$ cat src/rtl/min_vertex_scan_pkg.sv
// Shared constants and state encoding for the shortest-path min-vertex scanner.
// The default sizes are also used by the 11-way mux instance and the relax stage.
package min_vertex_scan_pkg;

    localparam int DEF_NUM_NODES = 11;
    localparam int DEF_IDX_W     = 4;
    localparam int DEF_DIST_W    = 16;

    localparam logic [DEF_DIST_W-1:0] DIST_INF = '1;

    typedef enum logic [1:0] {
        IDLE = 2'd0,
        SCAN = 2'd1,
        DONE = 2'd2
    } state_t;

endpackage

$ cat src/rtl/min_vertex_scan.sv
// Sequential arg-min scanner: walks the vertex distance mux one index per cycle
// and returns the unvisited vertex with the smallest finite distance.
module min_vertex_scan
    import min_vertex_scan_pkg::*;
#(
    parameter int NUM_NODES = DEF_NUM_NODES,
    parameter int DIST_W    = DEF_DIST_W,
    parameter int IDX_W     = DEF_IDX_W
) (
    input  logic              Clk,
    input  logic              Reset_n,
    input  logic              start,
    input  logic [DIST_W-1:0] dist_in,
    input  logic              visited_in,
    output logic [IDX_W-1:0]  rd_idx,
    output logic              busy,
    output logic              done,
    output logic [IDX_W-1:0]  min_sel,
    output logic [DIST_W-1:0] min_dist,
    output logic              found
);

    localparam logic [DIST_W-1:0] INF  = '1;
    localparam logic [IDX_W-1:0]  LAST = IDX_W'(NUM_NODES - 1);

    state_t            state;
    logic [IDX_W-1:0]  idx;
    logic [DIST_W-1:0] best_dist;
    logic [IDX_W-1:0]  best_idx;
    logic              found_r;

    logic              candidate;
    logic [DIST_W-1:0] next_dist;
    logic [IDX_W-1:0]  next_idx;
    logic              next_found;

    // Strict compare keeps the earliest index on ties; the last entry must be
    // folded in before committing, so the commit uses the post-compare values.
    always_comb begin
        candidate  = !visited_in && (dist_in != INF) && (dist_in < best_dist);
        next_dist  = best_dist;
        next_idx   = best_idx;
        next_found = found_r;
        if (candidate) begin
            next_dist  = dist_in;
            next_idx   = idx;
            next_found = 1'b1;
        end
    end

    always_ff @(posedge Clk or negedge Reset_n) begin
        if (!Reset_n) begin
            state     <= IDLE;
            idx       <= '0;
            best_dist <= INF;
            best_idx  <= '0;
            found_r   <= 1'b0;
            min_sel   <= '0;
            min_dist  <= INF;
            found     <= 1'b0;
            done      <= 1'b0;
        end else begin
            case (state)
                IDLE: begin
                    done <= 1'b0;
                    if (start) begin
                        state     <= SCAN;
                        idx       <= '0;
                        best_dist <= INF;
                        best_idx  <= '0;
                        found_r   <= 1'b0;
                    end
                end
                SCAN: begin
                    best_dist <= next_dist;
                    best_idx  <= next_idx;
                    found_r   <= next_found;
                    if (idx == LAST) begin
                        state    <= DONE;
                        min_sel  <= next_idx;
                        min_dist <= next_dist;
                        found    <= next_found;
                    end else begin
                        idx <= idx + 1'b1;
                    end
                end
                // First DONE cycle arms the pulse, second cycle carries it;
                // start stays ignored while the pulse is visible.
                DONE: begin
                    if (!done) begin
                        done <= 1'b1;
                    end else begin
                        done  <= 1'b0;
                        state <= IDLE;
                    end
                end
                default: begin
                    state <= IDLE;
                    done  <= 1'b0;
                end
            endcase
        end
    end

    assign busy   = (state != IDLE);
    assign rd_idx = (state == SCAN) ? idx : min_sel;

endmodule
$ cat config.mk
export PLATFORM = sky130hd
export DESIGN_NAME = min_vertex_scan
export DESIGN_NICKNAME = d
export VERILOG_FILES = /design/src/rtl/min_vertex_scan_pkg.sv /design/src/rtl/min_vertex_scan.sv
export SDC_FILE = /design/constraint.sdc
export NUM_CORES = 1
export LEC_CHECK = 0
export CAP_MARGIN = 20
export CELL_PAD_IN_SITES_DETAIL_PLACEMENT = 2
export CELL_PAD_IN_SITES_GLOBAL_PLACEMENT = 2
export CORE_ASPECT_RATIO = 1.4
export CORE_MARGIN = 8
export CORE_UTILIZATION = 25
export DETAILED_ROUTE_END_ITERATION = 12
export GPL_ROUTABILITY_DRIVEN = 0
export HOLD_SLACK_MARGIN = 0.15
export PLACE_DENSITY_LB_ADDON = 0.25
export SETUP_SLACK_MARGIN = 0.02
export SLEW_MARGIN = 20
export SYNTH_ARGS = -nofsm -noshare
export SYNTH_HDL_FRONTEND = slang
export SYNTH_SLANG_ARGS = --single-unit
$ cat constraint.sdc
create_clock -name Clk -period 2.36 [get_ports Clk]
set_input_delay 0.472 -clock Clk [delete_from_list [all_inputs] [get_ports Clk]]
set_output_delay 0.472 -clock Clk [all_outputs]
set_load 0.02 [all_outputs]
==> flow_metrics.env <==
export IMPL_worst_pin_slew_ns=0.485
export IMPL_ant_nets=0
export IMPL_hold_class="flop to flop"
export IMPL_cts_root_buf="clkbuf_16"
export IMPL_cp_slowest_cell="dfstp_2"
export IMPL_cts_sinks=49
export IMPL_reg2reg_setup_slack_ns=-0.04
export IMPL_rsz0062_at_grt="yes"
export IMPL_layout_nets=425
export IMPL_yosysUniqueCellTypes=36
export IMPL_final_cell_mix="47 x nor2_1, 38 x buf_4, 32 x inv_1, 32 x dfstp_2, 32 x clkdlybuf4s50_1"
export IMPL_r2r_end="best_dist[0]"
export IMPL_worstPathRequired_ns=2.57
export IMPL_crit_fanout=8
export IMPL_fin_crit_sh=1.02
export IMPL_vias=2530
export IMPL_crit_arrival_ns=2.61
export IMPL_p_leak_nw=1.80
export IMPL_synth_top_area_share=0.298
export IMPL_syn_area_um2=2820
export IMPL_cts_buffers=5
export IMPL_coreArea_um2=11200
export IMPL_die_w_um=106
export IMPL_finalSetupViolations=18
export IMPL_viasPerCell=4.75
export IMPL_syn_inst=308
export IMPL_area_delta_synth_final_pct=42.7
export IMPL_drtIter0Drc=49
export IMPL_ioPinCount=47
export IMPL_finClkSkew_ns=0.00285
export IMPL_path_clk_slew_ns=0.07
export IMPL_seq_area_frac_synth=0.449
export IMPL_grt_usage=0.131
export IMPL_switching_share=0.397
export IMPL_cpPeakStageDelay_ns=0.55
export IMPL_cp_num_buf_inv=3
export IMPL_final_common_cell="nor2_1"
export IMPL_ys_ff_latch=49
export IMPL_hold_violations=0
export IMPL_min_to="found_r"
export IMPL_drc_errors=0
export IMPL_crit_chain="inv_2 > ha_4 > a2111o_1 > a311o_1 > nor3_4 > buf_6 > buf_12 > mux2i_1"
export IMPL_die_height_um=142
export IMPL_combPwrFrac=0.547
export IMPL_vdd_drop_max_mv=0.389
export IMPL_port_buffers=46
export IMPL_grt_pass1_vias=2937
export IMPL_synth_fp_nets=345
export IMPL_holdCritStartpoint="found_r"
export IMPL_final_max_slew_viol_count=0
export IMPL_whs_ns=0.498
export IMPL_critPathCaptureType="flop"
export IMPL_cp_start_kind="flop"
export IMPL_fmax_mhz=417
export IMPL_clockBufferDepth=2
export IMPL_setup_ws_ns=-0.0372
export IMPL_whs_path_depth=1
export IMPL_dp_slack_ns=-0.531
export IMPL_switchingPower_w=0.00213
export IMPL_yosys_top_cells_area="dfstp_2 30%, dfrtp_1 15%, ha_1 7.5%, nor2_1 6.4%, mux2i_1 6.0%"
export IMPL_antenna_found_initial=0
export IMPL_p_int_w=0.00323
export IMPL_wirelength_um=9480
export IMPL_start_util=0.252
export IMPL_cts_tree="built"
export IMPL_final_util=0.360
export IMPL_hpwlAfterDp_um=7030
export IMPL_path_delay_family="compound AO/OA/AOI/OAI gates"
export IMPL_status="finished, violations left"
export IMPL_reg2reg_from="best_dist[1]"
export IMPL_syn_avg_cell_area_um2=9.15
export IMPL_grt_pass1_wl_um=15600
export IMPL_pwr_density_cell_nw_per_um2=1330
export IMPL_ys_warn_count=0
export IMPL_wl_per_cell_um=17.8
export IMPL_maxCapViolCount=0
export IMPL_crit_type="flop to flop"
export IMPL_synth_largest_area_cell="dfstp_2"
export IMPL_power_share_clock=0.133
export IMPL_htreeDepth=2
export IMPL_reg2reg_depth=8
export IMPL_seq_power_share=0.320
export IMPL_fp_row_count=46
export IMPL_grt_max_degree=26
export IMPL_post_route_min_period_ns=2.40
export IMPL_insertion_delay_ns=0.29
export IMPL_grt_ovfl_total=0
export IMPL_violations="setup timing"
export IMPL_diodes=0
export IMPL_drive_gt1_frac=0.280
export IMPL_relSlewSlack=0.675
export IMPL_dieArea_um2=15000
export IMPL_dr_pass1_iters=4
worst reg2reg max path: cells and delay by family (launching register included):
kind,cells,cell delay (ns)
compound gates,2,0.81
flops,1,0.55
mux,1,0.21
buf+inv,3,0.35
simple gates,1,0.20
fa+ha+maj,1,0.20
flip-flops by register name (all words and copies together) (netlist names):
name / flops
found: 1
found_r: 1
min_dist: 16
idx: 4
best_dist: 16
state: 2
min_sel: 4
best_idx: 4
done: 1
worst max-delay path by stage:
stage                 start       endpoint  slack [ns]  cells after the start
2_1_floorplan  best_dist[1]    best_idx[2]        0.01                      8
3_5_place_dp     dist_in[3]  best_dist[10]       -0.53                      8
3_3_place_gp     dist_in[9]  best_dist[14]       -0.39                      8
5_1_grt          dist_in[6]   min_dist[11]       -0.15                      8
4_1_cts        best_dist[1]   best_dist[0]       -0.06                      8
6_report       best_dist[1]   best_dist[0]       -0.04                      8
cells by family (layout without fill, tap and decap cells):
kind of cell | after synthesis | in the layout | synth area share
adder cells (fa/ha/maj) | 17 | 17 | 0.0755
XOR/XNOR | 1 | 1 | 0.00311
flip-flops | 49 | 49 | 0.449
AO/OA/AOI/OAI | 75 | 75 | 0.169
buffers and inverters | 52 | 133 | 0.0746
AND/OR/NAND/NOR | 92 | 92 | 0.149
multiplexers | 22 | 22 | 0.0803
metrics by stage:
step | TNS, ns | power (W) | cell area [µm²] | instances
after floorplan | 0 | 0.00327 | 2850 | 308
final | -0.227 | 0.00536 | 4020 | 533
after global routing | -3.25 | 0.00578 | 4020 | 533
after CTS | -0.449 | 0.00539 | 3950 | 531
after detailed placement | -18.39 | 0.00440 | 3680 | 516
after global placement | -14.57 | 0.00426 | 3680 | 516
power by group through the flow:
stage / combinational, W / clock, W / sequential, W
after floorplan: 0.00143 / 0 / 0.00184
after global placement: 0.00254 / 0 / 0.00171
after detailed placement: 0.00266 / 0 / 0.00174
after CTS: 0.00293 / 0.000745 / 0.00172
after global routing: 0.00323 / 0.000769 / 0.00178
final: 0.00293 / 0.000711 / 0.00171
Yosys cell counts, drive strengths merged:
library cell  number
nor3               5
nor2              48
or2                2
nand3              4
xor2               1
o22a               1
nand4              8
a211o              1
buf                8
a41oi              1
mux2i             17
nand2b             2
a21o               1
dfrtp             17
a211oi             3
dfstp             32
nor3b              1
inv               34
ha                17
nand2             16
mux2               5
a311o              1
nor2b              4
o21ai             26
a2111o             1
o31a              17
clkbuf            10
nor4               1
a21oi             22
a311oi             1
nand4b             1
layout make-up:
| type | count | area, µm² |
|---|---|---|
| fillers | 1267 | 7140 |
| multi-input cells | 207 | 1470 |
| clock buffers | 7 | 133 |
| repair buffers | 91 | 838 |
| inverters | 34 | 128 |
| well taps | 144 | 180 |
| flip-flops and latches | 49 | 1270 |
| clock inverters | 1 | 5.00 |
what timing repair did:
action	in CTS	in global routing
hold buffers	1	0
cloned	1	0
hold endpoints to repair	7	0
gates resized for setup	26	13
pin swaps	13	9
buffers inserted	5	2
setup endpoints to repair	40	43
layer usage:
| layer | GRT usage | share of wire | wire length, µm |
|---|---|---|---|
| met5 | 0 | 0 | 0 |
| met4 | 0.0409 | 0.013 | 123 |
| met3 | 0.0241 | 0.027 | 252 |
| met2 | 0.247 | 0.56 | 5270 |
| met1 | 0.143 | 0.40 | 3840 |
Note: power is estimated with default switching activity, not from simulation.
